### src/rtl/chr_fetch_arbiter_pkg.sv
// chr_arb_pkg: shared types for the CHR ROM fetch arbiter.
package chr_arb_pkg;
    localparam int CHR_ADDR_W = 13;
    typedef enum logic [1:0] {REQ_BG, REQ_SPR, REQ_CPU} requester_t;
    typedef struct packed {logic valid; requester_t who;} chr_tag_t;
    function automatic logic tag_hit(chr_tag_t t, requester_t w);
        return t.valid && t.who == w;
    endfunction
endpackage

### src/rtl/chr_fetch_arbiter_if.sv
// chr_fetch_arbiter_if: requester handshakes and ROM port wiring around the arbiter.
interface chr_fetch_arbiter_if #(parameter int ADDR_W = chr_arb_pkg::CHR_ADDR_W);
    logic              clk_en;
    logic              render;
    logic              bg_req, spr_req, cpu_req;
    logic [ADDR_W-1:0] bg_addr, spr_addr, cpu_addr;
    logic              bg_gnt, spr_gnt, cpu_gnt;
    logic              bg_rvalid, spr_rvalid, cpu_rvalid;
    logic [7:0]        bg_rdata, spr_rdata, cpu_rdata;
    logic [ADDR_W-1:0] rom_addr1, rom_addr2;
    logic [7:0]        rom_data1, rom_data2;
    modport master(
        output clk_en, render, bg_req, bg_addr, spr_req, spr_addr, cpu_req, cpu_addr,
        rom_data1, rom_data2,
        input bg_gnt, spr_gnt, cpu_gnt, bg_rvalid, spr_rvalid, cpu_rvalid,
        bg_rdata, spr_rdata, cpu_rdata, rom_addr1, rom_addr2
    );
    modport slave(
        input clk_en, render, bg_req, bg_addr, spr_req, spr_addr, cpu_req, cpu_addr,
        rom_data1, rom_data2,
        output bg_gnt, spr_gnt, cpu_gnt, bg_rvalid, spr_rvalid, cpu_rvalid,
        bg_rdata, spr_rdata, cpu_rdata, rom_addr1, rom_addr2
    );
endinterface

### src/rtl/chr_fetch_arbiter_pick.sv
// chr_arb_pick: picks the two highest-priority pending requesters for ROM ports A and B.
module chr_arb_pick
    import chr_arb_pkg::*;
(
    input  logic            [2:0] req,
    input  logic [2:0][1:0]       order,
    output chr_tag_t              port_a,
    output chr_tag_t              port_b
);
    always_comb begin
        port_a = '0;
        port_b = '0;
        for (int i = 0; i < 3; i++)
            if (req[order[i]]) begin
                if (!port_a.valid) port_a = {1'b1, requester_t'(order[i])};
                else if (!port_b.valid) port_b = {1'b1, requester_t'(order[i])};
            end
    end
endmodule

### src/rtl/chr_fetch_arbiter.sv
// chr_fetch_arbiter: shares the dual-port CHR ROM between BG, SPR and CPU with CPU anti-starvation.
module chr_fetch_arbiter
    import chr_arb_pkg::*;
#(
    parameter int ADDR_W    = CHR_ADDR_W,
    parameter int AGE_LIMIT = 8
) (
    input logic              clk,
    input logic              rst,
    chr_fetch_arbiter_if.slave bus
);
    localparam int AGE_W = $clog2(AGE_LIMIT + 1);
    logic [AGE_W-1:0]        cpu_age;
    logic [2:0]              req;
    logic [2:0][1:0]         order;
    logic [2:0][ADDR_W-1:0]  addr;
    logic [2:0][7:0]         rdata;
    logic [ADDR_W-1:0]       addr_a_q, addr_b_q;
    chr_tag_t                tag_a, tag_b, s1_a, s1_b, s2_a, s2_b;
    assign req   = {bus.cpu_req, bus.spr_req, bus.bg_req} & {3{bus.clk_en && !rst}};
    assign addr  = {bus.cpu_addr, bus.spr_addr, bus.bg_addr};
    // order[0] is the highest priority; an aged CPU request jumps the queue
    assign order = (!bus.render || cpu_age == AGE_W'(AGE_LIMIT)) ? {REQ_SPR, REQ_BG, REQ_CPU}
                                                                 : {REQ_CPU, REQ_SPR, REQ_BG};
    chr_arb_pick u_pick (
        .req    (req),
        .order  (order),
        .port_a (tag_a),
        .port_b (tag_b)
    );
    assign bus.bg_gnt     = tag_hit(tag_a, REQ_BG)  || tag_hit(tag_b, REQ_BG);
    assign bus.spr_gnt    = tag_hit(tag_a, REQ_SPR) || tag_hit(tag_b, REQ_SPR);
    assign bus.cpu_gnt    = tag_hit(tag_a, REQ_CPU) || tag_hit(tag_b, REQ_CPU);
    assign bus.rom_addr1  = tag_a.valid ? addr[tag_a.who] : addr_a_q;
    assign bus.rom_addr2  = tag_b.valid ? addr[tag_b.who] : addr_b_q;
    assign bus.bg_rvalid  = tag_hit(s2_a, REQ_BG)  || tag_hit(s2_b, REQ_BG);
    assign bus.spr_rvalid = tag_hit(s2_a, REQ_SPR) || tag_hit(s2_b, REQ_SPR);
    assign bus.cpu_rvalid = tag_hit(s2_a, REQ_CPU) || tag_hit(s2_b, REQ_CPU);
    assign bus.bg_rdata   = rdata[REQ_BG];
    assign bus.spr_rdata  = rdata[REQ_SPR];
    assign bus.cpu_rdata  = rdata[REQ_CPU];
    always_ff @(posedge clk) begin
        if (rst) begin
            addr_a_q <= '0;
            addr_b_q <= '0;
            s1_a     <= '0;
            s1_b     <= '0;
            s2_a     <= '0;
            s2_b     <= '0;
            rdata    <= '0;
            cpu_age  <= '0;
        end else begin
            addr_a_q <= bus.rom_addr1;
            addr_b_q <= bus.rom_addr2;
            s1_a     <= tag_a;
            s1_b     <= tag_b;
            s2_a     <= s1_a;
            s2_b     <= s1_b;
            // ROM data for a stage-1 tag is on the data ports now; capture into its owner
            if (s1_a.valid) rdata[s1_a.who] <= bus.rom_data1;
            if (s1_b.valid) rdata[s1_b.who] <= bus.rom_data2;
            cpu_age  <= (!bus.cpu_req || bus.cpu_gnt) ? '0
                      : (bus.clk_en && cpu_age != AGE_W'(AGE_LIMIT)) ? cpu_age + 1'b1 : cpu_age;
        end
    end
endmodule

### src/flat_wrapper.sv
// flat-port wrapper written by rule: the top's interface ports become plain ports
module chr_fetch_arbiter_flat import chr_arb_pkg::*;
#(
    parameter int ADDR_W    = CHR_ADDR_W,
    parameter int AGE_LIMIT = 8
)
  (clk, rst, bus_clk_en, bus_render, bus_bg_req, bus_bg_addr, bus_spr_req, bus_spr_addr, bus_cpu_req, bus_cpu_addr, bus_rom_data1, bus_rom_data2, bus_bg_gnt, bus_spr_gnt, bus_cpu_gnt, bus_bg_rvalid, bus_spr_rvalid, bus_cpu_rvalid, bus_bg_rdata, bus_spr_rdata, bus_cpu_rdata, bus_rom_addr1, bus_rom_addr2);
  chr_fetch_arbiter_if #(.ADDR_W(ADDR_W)) bus_i ();
  input logic clk;
  input logic rst;
  input wire logic [$bits(bus_i.clk_en)-1:0] bus_clk_en;
  input wire logic [$bits(bus_i.render)-1:0] bus_render;
  input wire logic [$bits(bus_i.bg_req)-1:0] bus_bg_req;
  input wire logic [$bits(bus_i.bg_addr)-1:0] bus_bg_addr;
  input wire logic [$bits(bus_i.spr_req)-1:0] bus_spr_req;
  input wire logic [$bits(bus_i.spr_addr)-1:0] bus_spr_addr;
  input wire logic [$bits(bus_i.cpu_req)-1:0] bus_cpu_req;
  input wire logic [$bits(bus_i.cpu_addr)-1:0] bus_cpu_addr;
  input wire logic [$bits(bus_i.rom_data1)-1:0] bus_rom_data1;
  input wire logic [$bits(bus_i.rom_data2)-1:0] bus_rom_data2;
  output wire logic [$bits(bus_i.bg_gnt)-1:0] bus_bg_gnt;
  output wire logic [$bits(bus_i.spr_gnt)-1:0] bus_spr_gnt;
  output wire logic [$bits(bus_i.cpu_gnt)-1:0] bus_cpu_gnt;
  output wire logic [$bits(bus_i.bg_rvalid)-1:0] bus_bg_rvalid;
  output wire logic [$bits(bus_i.spr_rvalid)-1:0] bus_spr_rvalid;
  output wire logic [$bits(bus_i.cpu_rvalid)-1:0] bus_cpu_rvalid;
  output wire logic [$bits(bus_i.bg_rdata)-1:0] bus_bg_rdata;
  output wire logic [$bits(bus_i.spr_rdata)-1:0] bus_spr_rdata;
  output wire logic [$bits(bus_i.cpu_rdata)-1:0] bus_cpu_rdata;
  output wire logic [$bits(bus_i.rom_addr1)-1:0] bus_rom_addr1;
  output wire logic [$bits(bus_i.rom_addr2)-1:0] bus_rom_addr2;
  assign bus_i.clk_en = bus_clk_en;
  assign bus_i.render = bus_render;
  assign bus_i.bg_req = bus_bg_req;
  assign bus_i.bg_addr = bus_bg_addr;
  assign bus_i.spr_req = bus_spr_req;
  assign bus_i.spr_addr = bus_spr_addr;
  assign bus_i.cpu_req = bus_cpu_req;
  assign bus_i.cpu_addr = bus_cpu_addr;
  assign bus_i.rom_data1 = bus_rom_data1;
  assign bus_i.rom_data2 = bus_rom_data2;
  assign bus_bg_gnt = bus_i.bg_gnt;
  assign bus_spr_gnt = bus_i.spr_gnt;
  assign bus_cpu_gnt = bus_i.cpu_gnt;
  assign bus_bg_rvalid = bus_i.bg_rvalid;
  assign bus_spr_rvalid = bus_i.spr_rvalid;
  assign bus_cpu_rvalid = bus_i.cpu_rvalid;
  assign bus_bg_rdata = bus_i.bg_rdata;
  assign bus_spr_rdata = bus_i.spr_rdata;
  assign bus_cpu_rdata = bus_i.cpu_rdata;
  assign bus_rom_addr1 = bus_i.rom_addr1;
  assign bus_rom_addr2 = bus_i.rom_addr2;
  chr_fetch_arbiter #(.ADDR_W(ADDR_W), .AGE_LIMIT(AGE_LIMIT)) u_core (.clk(clk), .rst(rst), .bus(bus_i));
endmodule
### config.mk
export PLATFORM = sky130hd
export DESIGN_NAME = chr_fetch_arbiter_flat
export DESIGN_NICKNAME = d
export VERILOG_FILES = /design/src/rtl/chr_fetch_arbiter_pkg.sv /design/src/rtl/chr_fetch_arbiter_if.sv /design/src/rtl/chr_fetch_arbiter_pick.sv /design/src/rtl/chr_fetch_arbiter.sv /design/src/flat_wrapper.sv
export SDC_FILE = /design/constraint.sdc
export NUM_CORES = 1
export LEC_CHECK = 0
export ABC_AREA = 1
export BUFFER_PORTS_ARGS = -buffer_cell sky130_fd_sc_hd__buf_2
export CAP_MARGIN = 20
export CORE_MARGIN = 2
export CORE_UTILIZATION = 35
export DETAILED_ROUTE_END_ITERATION = 7
export PLACE_DENSITY = 0.58
export SYNTH_ARGS = -nofsm -noshare
export SYNTH_HDL_FRONTEND = slang
export SYNTH_HIERARCHICAL = 1
export SYNTH_SLANG_ARGS = --single-unit
export TNS_END_PERCENT = 10
### constraint.sdc
create_clock -name clk -period 3.5 [get_ports clk]
set_clock_uncertainty 0.1 [all_clocks]
set_input_delay 0.7 -clock clk [delete_from_list [all_inputs] [get_ports clk]]
set_output_delay 0.7 -clock clk [all_outputs]
set_load 0.01 [all_outputs]
# After elaboration in Yosys (flattened, before gate mapping)
# Cells that the tools add are included.
[op_classes] mux=32 n_reduce_logical=32 n_div=0 n_addsub=1 eq_ne=10 n_mul=0 n_lt_le_gt_ge=9 bitwise_logic=1 n_shift=0
[ops] op="24-bit 2-to-1 mux" n=3
[ops] op="13-bit binary-select mux with 2-bit select" n=2
[ops] op="13-bit 2-to-1 mux" n=4
[ops] op="24-bit bitwise mux" n=2
[ops] op="8-bit demux with 2-bit select" n=2
[ops] op="2-bit by 3-bit < comparator with 1-bit output, second input constant" n=7
[ops] op="3-bit 2-to-1 mux" n=7
[ops] op="1-bit logical AND" n=16
[ops] op="8-bit 2-to-1 mux" n=2
[ops] op="2-bit by 1-bit equality test with 1-bit output, second input constant" n=4
[ops] op="2-bit equality test, second input constant" n=4
[ops] op="2-bit logical NOT" n=4
[ops] op="1-bit logical OR" n=8
[ops] op="1-bit binary-select mux with 2-bit select" n=3
[ops] op="2-bit 2-to-1 mux" n=3
[ops] op="6-bit 2-to-1 mux" n=1
[ops] op="4-bit by 1-bit adder with 4-bit output, second input constant" n=1
[ops] op="4-bit equality test, second input constant" n=1
[ops] op="2-bit by 1-bit >= comparator with 1-bit output, second input constant" n=2
[ops] op="4-bit inequality test, second input constant" n=1
[ops] op="3-bit bitwise AND" n=1
[ops] op="1-bit logical NOT" n=3
[ops] op="1-bit 2-to-1 mux" n=3
[ops] op="2-bit OR reduction" n=1
[totals] latchBits=0 inputBits=62 out_inout_bits=56 rom_bits=0 ff_bits=66 mem_count=0 word_cells=99 ramBits=0

# Longest topological paths before layout
# Gate-level depths: netlist of run 1.
[logic_depth] depth_word=16 ltp_mapped=22 mapped_depth_nobuf=20

# Hierarchy
# Netlist of run 1, hierarchy kept.
[modules_own_cells] mod="chr_fetch_arbiter" cells_per_inst=672 area_per_inst_um2=3933.8 instances=1 seq_area_each_um2=1321.3
[modules_own_cells] mod="chr_arb_pick" cells_per_inst=47 area_per_inst_um2=242.7 instances=1 seq_area_each_um2=0.0

# Worst setup path before layout of run 1
# OpenSTA, ideal clock, no wires.
[synth_timing] kind="input to output" start="in rst" end="out bus_spr_gnt" path_slack_ns=0.374 t_required_ns=2.700 cell_stages=13 arrival_ns=2.326 cell_sequence="buf_2 -> inv_1 -> nand2_1 -> nor2_1 -> inv_1 -> o21ai_0 -> nand2_1 -> nand3b_1 -> nand2_1 -> buf_4 -> inv_4 -> buf_6 -> o31ai_1"
[synth_lines] item="from (decl)" line="flat_wrapper.sv:10" rtl="input logic rst;"
[synth_lines] item="to (decl)" line="flat_wrapper.sv:22" rtl="output wire logic [$bits(bus_i.spr_gnt)-1:0] bus_spr_gnt;"

==> results of run 1 <==
[per-layer routing]
layer	share of wire (%)	up-vias	track usage [%]
met3	8.6	24	6.75
met4	1.9	0	6.59
met1	43	2117	23.0
met5	0	-	0
li1	-	2421	-
met2	47	182	32.5
[sequential cells by signal, summed over array words and instances, names as in the netlist, 4 cells and up]
name and flops:
u_core/bus.spr_rdata 8, u_core/addr_b_q 13, u_core/cpu_age 4, u_core/bus.cpu_rdata 8, u_core/bus.bg_rdata 8, u_core/addr_a_q 13
[tightest hold or removal path, delay by kind of cell (launching register included)]
family	cells	cell delay [ps]
AOI/OAI and AO/OA	1	50
and+or+nand+nor	1	60
DFF	1	330
[cell type report]
cell class / instances / area (um^2)
Tap cell: 143 / 179
Inverter: 126 / 490
Clock inverter: 4 / 50.0
Fill cell: 1197 / 6090
Sequential cell: 66 / 1320
Clock buffer: 12 / 256
Timing Repair Buffer: 146 / 847
Multi-Input combinational cell: 494 / 2270
[power by group through the flow]
stage	clock, W	sequential [W]	combinational [W]
after floorplan	0	0.000833	0.000328
after CTS	0.000967	0.000820	0.000508
final	0.000935	0.000821	0.000533
after detailed placement	0	0.000837	0.000497
after global routing	0.000996	0.000825	0.000601
after global placement	0	0.000836	0.000494
[worst max-delay path by stage]
stage | from | slack, ps | endpoint | cells after the start
6_report | u_core/cpu_age[0] | 120 | bus_rom_addr2[3] | 18
4_1_cts | u_core/cpu_age[0] | 6 | bus_rom_addr2[9] | 17
3_5_place_dp | bus_clk_en | 100 | bus_rom_addr1[9] | 16
2_1_floorplan | rst | 370 | bus_spr_gnt | 13
3_3_place_gp | bus_clk_en | 150 | bus_rom_addr2[5] | 18
5_1_grt | rst | -80 | bus_rom_addr2[4] | 18
[through the flow]
stage / TNS, ps / util (%) / std cells / cell area, um^2
finish: 0 / 47.1 / 991 / 5420
floorplan: 0 / - / 723 / 4190
global route: -708 / 47.1 / 991 / 5420
global placement: 0 / 42.3 / 965 / 4870
CTS: 0 / 45.5 / 982 / 5240
detailed placement: 0 / 42.3 / 965 / 4870
[logic make-up after synthesis]
kind of cell,Yosys count,share of synthesized area (%)
simple gates,470,48.4
buf+inv,163,17.0
flops,66,31.6
compound gates,17,2.28
fa+ha+maj,2,0.599
other cells,1,0.0898
[cells in the mapped netlist]
master / n / area, um^2
a21oi_1: 8 / 40.0
a22o_1: 1 / 8.76
buf_1: 1 / 3.75
buf_2: 20 / 100
buf_4: 8 / 60.1
buf_6: 5 / 56.3
clkbuf_1: 3 / 11.3
conb_1: 1 / 3.75
dfxtp_1: 66 / 1320
ha_1: 2 / 25.0
inv_1: 120 / 450
inv_2: 3 / 11.3
inv_4: 3 / 18.8
nand2_1: 237 / 890
nand2_2: 1 / 6.26
nand2_4: 2 / 22.5
nand3_1: 70 / 350
nand3_2: 8 / 80.1
nand3b_1: 1 / 7.51
nand4_1: 33 / 206
nor2_1: 114 / 428
nor2_2: 2 / 12.5
nor2_4: 1 / 11.3
nor3_1: 1 / 5.00
o211ai_1: 1 / 7.51
o21ai_0: 5 / 25.0
o22ai_1: 1 / 6.26
o31ai_1: 1 / 7.51
[repair_timing]
action / CTS / global route
buffers inserted: 1 / 9
gates resized for setup: 18 / 33
endpoints found under the hold margin: 0 / 0
pin swaps: 2 / 14
endpoints found under the setup margin: 29 / 29
hold buffers: 0 / 0
==> results.toml, run 1 <==
[outcome]
outcome = "finished, violations left"
violations = "DRC"

[yosys]
mappedNetlistArea_um2 = 4180
yosysSeqAreaShare_pct = 31.6
yosysUniqueCellTypes = 28
syn_inst = 719
yosysWarnings = 6
ys_ff_latch = 66
avgSynthCellArea_um2 = 5.81

[pwr]
pwr-share-clk_pct = 40.8
leakagePower_nw = 3.25
p_seq_share_pct = 35.9
total_power_w = 0.00229
irDropWorstVdd_mv = 0.344
p_int_w = 0.00159
combPwrFrac_pct = 23.3
power_density_nw_per_um2 = 422
p_sw_share_pct = 30.4
p_sw_w = 0.000695

[cells_and_area]
layout_common_cells = "nand2_1, buf_2, inv_1"
drive_gt1_share_pct = 24.8
syn_to_final_growth_pct = 29.8
antenna_cells = 0
final_common_cell = "nand2_1"
final_nets = 907

[place]
place_ws_ps = 97.0
dp_hpwl_um = 8910
gp_congestion = 0.873
port_buffers = 117

[worst_setup_path]
reg2reg_depth = 17
start_kind = "flop"
rrSetupSlack_ps = 1150
cpPeakStageDelay_ps = 330
path_buf_inv = 6
crit_chain = "inv_2 > ha_4 > nand3_4 > nand2_4 > buf_6 > nand2_1 > o211ai_1 > nand2_2 > nor2_2 > nand2_1 > nand2_2 > inv_2 > buf_4 > nand4_1 > nand2_1 > nor2_2 > inv_1 > buf_2"
crit_path_top_delay_cell = "dfxtp_2"
critical_path_required_ps = 2700
r2r-start = "u_core/cpu_age[0]"
path_delay_family = "simple AND/OR/NAND/NOR gates"
r2r_end = "u_core/addr_b_q[5]"
cp.arrival_ps = 2580
cp_max_fo = 7
path_class = "flop to primary output"
worstSetupEndpointType = "primary output"
crit_top_cell = "nand2_1"

[global_route]
grt_pass1_wl_um = 19900
antenna_found_initial = 0
grt.overflow.total = 0
grt_pass1_vias = 4308
grt_usage_pct = 19.3
grt_max_degree = 64

[die]
fp.coreArea_um2 = 11500
ioPinCount = 118
fp.dieH_um = 113
design.die.area_um2 = 12800
rows = 39
die_w_um = 113
start_util_pct = 36.3

[timing]
slew_viol_final = 0
hold_ws_ps = 379
fin_ws_ps = 118
tightestPinTransition_ps = 708
relSlewSlack_pct = 52.8
hold_viol = 0
timing.final.crit_share_pct = 96.6
max_freq_ghz = 0.296
fin_crit_ps = 3380
setup_violations = 0

[clocking]
cts_tree = "built"
clkSinkCount = 66
cts_made_buffers = 9
root_buffer = "clkbuf_16"
clock_path_buffers = 2
clk_pin_slew_ps = 60
clk_latency_ps = 340
cts_max_level = 3

[worst_hold_path]
hold_end = "u_core/cpu_age[0]"
min_path_cells = 2
hold_path_class = "flop to flop"
hp-start = "u_core/cpu_age[0]"

[route]
viasPerCell = 4.79
routed_wl_um = 12500
drtIter0Drc = 309
route.detailed.drc = 8
via_count = 4744
first_pass_iters = 7
routedWlPerCell_um = 12.7
ant_nets = 0

[job]
cap_violations = 0
Power figures use the tool's default switching activity.
==> run 2, diff against run 1 <==
clock period = 4.01 ns   (was 3.5 ns; I/O delays follow)
==> run 2 against run 1 <==
Compared with the run above: the flow still finishes with violations (DRC); setup slack improved by 130 ps; register-to-register slack improved by 240 ps; sequential share of layout area rose by 1.3 points; largest cell class unchanged.
==> results.toml, run 2 (same netlist as run 1, synthesis figures left out) <==
[die]
start_util_pct = 36.3
fp.coreArea_um2 = 11500
die_w_um = 113
design.die.area_um2 = 12800
ioPinCount = 118
fp.dieH_um = 113
rows = 39

[worst_setup_path]
cpPeakStageDelay_ps = 370
rrSetupSlack_ps = 1390
worstSetupStartpoint = "u_core/cpu_age[0]"
critical_path_required_ps = 3110
worstSetupEndpointType = "primary output"
path_delay_family = "simple AND/OR/NAND/NOR gates"
crit_chain = "inv_1 > ha_1 > nand3_1 > nand2_1 > buf_4 > nand3_1 > nand2_4 > nor2_4 > nor2_2 > nand2_1 > nand2_4 > buf_4 > nor2_4 > nand3_1 > nand2_1 > nor2_1 > inv_1 > buf_2"
r2r_end = "u_core/addr_b_q[7]"
r2r-start = "u_core/cpu_age[0]"
cp.arrival_ps = 2860
path_class = "flop to primary output"
path_buf_inv = 5
cp_num_cells = 18
crit_end = "bus_rom_addr2[9]"
cp_max_fo = 9
start_kind = "flop"
crit_path_top_delay_cell = "dfxtp_1"
reg2reg_depth = 17

[global_route]
grt_max_degree = 64
grt.overflow.total = 0
grt_pass1_wl_um = 20300
antenna_found_initial = 1
grt_usage_pct = 19.5
grt_pass1_vias = 4414

[place]
dp_hpwl_um = 8880
gp_congestion = 0.872
detailed_place.area_um2 = 4820
port_buffers = 117

[route]
first_pass_iters = 7
via_count = 4685
viasPerCell = 4.80
ant_nets = 0
routedWlPerCell_um = 12.5
routed_wl_um = 12200
route.detailed.drc = 8
drtIter0Drc = 403

[pwr]
irDropWorstVdd_mv = 0.177
total_power_w = 0.00188
leakagePower_nw = 3.12
power_density_nw_per_um2 = 365

[timing]
timing.final.crit_share_pct = 93.8
setup_violations = 0
max_freq_ghz = 0.266
hold_viol = 0
relSlewSlack_pct = 53.5
slew_viol_final = 0
fin_crit_ps = 3760
tightestPinTransition_ps = 698

[cells_and_area]
layout_common_cells = "nand2_1, inv_1, buf_2"
largestRegisters = "u_core/addr_a_q (13), u_core/addr_b_q (13)"
drive_gt1_share_pct = 20.5
syn_to_final_growth_pct = 23.2
final_area_um2 = 5150
final_common_cell = "nand2_1"
final_nets = 892
antenna_cells = 0

[clocking]
root_buffer = "clkbuf_16"
clkSinkCount = 66
clk_pin_slew_ps = 50
cts_max_level = 3
clock_path_buffers = 2
cts_made_buffers = 9
clk_latency_ps = 320
cts_tree = "built"

[outcome]
violations = "DRC"
outcome = "finished, violations left"

[worst_hold_path]
hp-start = "u_core/s1_b[2]"
hold_path_class = "flop to flop"

[job]
cap_violations = 0
## run 2: worst min path at each step
stage	to	slack, ps	cells past startpoint
after floorplan	u_core/cpu_age[3]	360	2
after global placement	u_core/cpu_age[3]	380	2
after detailed placement	u_core/s2_b[2]	390	2
after CTS	u_core/s2_b[2]	400	2
after global routing	u_core/cpu_age[3]	410	2
final	u_core/s2_b[2]	400	2
## run 2: timing repair
action	in CTS	in global routing
gates resized for setup	0	13
hold buffers	0	0
hold endpoints to repair	0	0
buffers inserted	0	2
setup endpoints to repair	0	29
## run 2: where the power goes
group,internal [W],switching [W]
clock network,0.000434,0.000290
registers,0.000696,0.0000165
logic,0.000160,0.000279
total,0.00129,0.000586
## run 2: worst register-to-register path, stage by stage (launching register included)
cell and delay (ps):
dfxtp_1 370, inv_1 70, ha_1 190, nand3_1 160, nand2_1 120, buf_4 180, nand3_1 150, nand2_4 110
nor2_4 150, nor2_2 50, nand2_1 100, nand2_4 110, buf_4 190, nor2_4 180, nand3_1 90, nand2_1 60
inv_1 50, a21oi_1 120
## run 2: final cells by class
type | instances | area, um^2
fillers | 1247 | 6370
clock inverters | 4 | 27.5
flip-flops and latches | 66 | 1320
clock buffers | 12 | 246
multi-input cells | 494 | 2190
inverters | 126 | 489
repair buffers | 131 | 694
well taps | 143 | 179
## run 2: metal layers
layer / vias to the layer above / part of all wire (%) / global-route usage, %
met3: 20 / 8.5 / 4.71
met5: - / 0 / 0
met4: 0 / 2.0 / 6.91
li1: 2387 / - / -
met1: 2111 / 44 / 25.4
met2: 167 / 46 / 31.4
## run 2: metrics by stage
stage / TNS [ps] / hold WS [ps] / cells / setup WS, ps / util (%)
floorplan: 0 / 359 / 723 / 680 / -
global placement: 0 / 375 / 958 / 269 / 41.8
detailed placement: 0 / 390 / 958 / 203 / 41.8
CTS: 0 / 399 / 974 / 14.1 / 44.2
global route: -13.3 / 411 / 976 / -8.72 / 44.7
finish: 0 / 399 / 976 / 249 / 44.7
==> run 3, diff against run 2 <==
PLACE_DENSITY = 0.6   (was 0.58)
SYNTH_HIERARCHICAL = not set   (was 1)
==> run 3 against run 2 <==
Compared with the run above: the run now ends clean; first-iteration DRC count is 57% lower; power shrank 18%; wire length shrank 13%; synthesized area decreased by 12%.
==> results.toml, run 3 <==
[outcome]
outcome = "finished clean"

[route]
viasPerCell = 4.63
drt-met1-wl_um = 4930
met2_wirelength_um = 4910
routed_wl_um = 10500
route.met3.wl_um = 524
ant_nets = 0
via_count = 3843
first_pass_iters = 4
routedWlPerCell_um = 12.7
route.detailed.drc = 0
top_layer_used = "met5"
drtIter0Drc = 174

[worst_setup_path]
cp.arrival_ps = 2660
r2r-start = "u_core.cpu_age[0]"
reg2reg_depth = 12
worstSetupEndpointType = "primary output"
cp_max_fo = 15
start_kind = "input pin"
r2r_end = "u_core.addr_a_q[9]"
path_class = "input pin to primary output"
rrSetupSlack_ps = 1590
critical_path_required_ps = 3110

[yosys]
synthXorXnorAreaFrac_pct = 0.239
ys_ff_latch = 66
yosysUniqueCellTypes = 29
synth_fa_ha_area_share_pct = 0.683
synth-compound-area-share_pct = 17.1
synth_common_cells = "nand2_1, inv_1, dfxtp_1"
synth_top_family_by_area = "simple AND/OR/NAND/NOR gates"
synth_fp_nets = 637
yosys.area_share.simple_pct = 30.2
yosysSeqAreaShare_pct = 36.1
yosysWarnings = 0
synth.area.mux_share_pct = 0
mappedNetlistArea_um2 = 3660
avgSynthCellArea_um2 = 6.40
yosys_most_used_dff = "dfxtp_1"
netlist.area_leader.share_pct = 36.1
synth_top_cell_by_area = "dfxtp_1"
yosysMostFrequentCell = "nand2_1"
synth_edf_count = 0
ys_top_cells_by_area = "dfxtp_1, nand2_1, inv_1"
synthArstFlopShare_pct = 0
syn_inst = 573

[global_route]
grt_max_degree = 47
antenna_found_initial = 1
grt_pass1_vias = 3579
grt_pass1_wl_um = 17000
grt.overflow.total = 0
grt_usage_pct = 18.9

[clocking]
clk_pin_slew_ps = 80
cts_made_buffers = 9
root_buffer = "clkbuf_8"
postCtsHoldBufs = 0
clkSinkCount = 66
cts_setup_buffers = 0
cts_tree = "built"
cts_max_level = 3
cts_resized = 0
clock_path_buffers = 2
clk_latency_ps = 350

[timing]
fin_crit_ps = 3560
rsz0062_at_grt = "false"
setup_tns_ps = 0
relSlewSlack_pct = 50.7
hold_viol = 0
slew_viol_final = 0
max_freq_ghz = 0.281
timing.final.crit_share_pct = 88.9
tightestPinTransition_ps = 739
hold_ws_ps = 352
setup_violations = 0

[cells_and_area]
ff_latch_area_um2 = 1320
syn_to_final_growth_pct = 24.4
drive_gt1_share_pct = 25.5
layout_common_cells = "nand2_1, inv_1, buf_2"
final_nets = 753
multi_input_area_um2 = 1770
largestRegisters = "u_core.addr_a_q (13), u_core.addr_b_q (13)"
antenna_cells = 0
final_common_cell = "nand2_1"
fillers = 1096

[die]
ioPinCount = 118
design.die.area_um2 = 11300
rows = 37
start_util_pct = 35.8
fp.coreArea_um2 = 10200
die_w_um = 106
fp.dieH_um = 106

[pwr]
leakagePower_nw = 2.74
total_power_w = 0.00154
irDropWorstVdd_mv = 0.169
power_density_nw_per_um2 = 338

[worst_hold_path]
hold_path_class = "flop to flop"
hold_end = "u_core.s2_a[2]"
hp-start = "u_core.s1_a[2]"
min_path_cells = 2

[place]
dp_hpwl_um = 7940
gp_congestion = 0.876
port_buffers = 117

[job]
cap_violations = 0
[run 3: through the flow]
step / cell area, um^2 / cells / utilization [%] / worst slack, ps
after floorplan: 3660 / 573 / - / 1130
after global placement: 4380 / 814 / 42.8 / 521
after detailed placement: 4380 / 814 / 42.8 / 445
after CTS: 4560 / 830 / 44.6 / 446
after global routing: 4560 / 830 / 44.6 / 130
final: 4560 / 830 / 44.6 / 446
[run 3: cell families (layout without fill, tap and decap cells)]
kind of cell / Yosys count / after routing
AO/OA/AOI/OAI: 111 / 111
XOR/XNOR: 1 / 1
adder cells (fa/ha/maj): 2 / 2
buffers and inverters: 145 / 266
flip-flops: 66 / 66
AND/OR/NAND/NOR: 248 / 248
[run 3: worst max-delay path, stage by stage]
cell	delay, ps
buf_2	110
inv_2	100
nand3_1	160
inv_2	100
nand3_1	100
nand2_2	140
nand3_2	280
nand2_2	370
nand2_1	100
nand3_1	90
nand2_1	60
nand2_1	80
inv_1	40
buf_2	130
[run 3: routing by layer]
metal  global-route usage [%]  vias to the layer above
li1                         -                     2011
met1                     24.9                     1706
met4                     6.20                        2
met2                     30.7                      112
met5                        0                        -
met3                     3.92                       12
[run 3: worst max path at each step]
stage / slack [ps] / from / to / cells after the start
2_1_floorplan: 1130 / rst / bus_rom_addr2[6] / 11
3_3_place_gp: 520 / rst / bus_rom_addr2[3] / 14
3_5_place_dp: 450 / rst / bus_rom_addr2[3] / 14
4_1_cts: 450 / rst / bus_rom_addr2[3] / 14
5_1_grt: 130 / u_core.cpu_age[0] / bus_rom_addr2[7] / 14
6_report: 450 / rst / bus_rom_addr2[0] / 14
[run 3: layout make-up]
type | count | area share [%]
repair buffers | 127 | 14.5
well taps | 136 | 3.73
flip-flops and latches | 66 | 29.0
multi-input cells | 362 | 38.8
clock inverters | 5 | 0.823
clock buffers | 11 | 3.10
inverters | 123 | 10.1
[run 3: where the power goes]
group | leakage, nW | total, W | internal [W] | switching, W
Clock | 0.0863 | 0.000522 | 0.000245 | 0.000277
Combinational | 2.12 | 0.000312 | 0.000117 | 0.000195
Sequential | 0.538 | 0.000706 | 0.000691 | 0.0000142
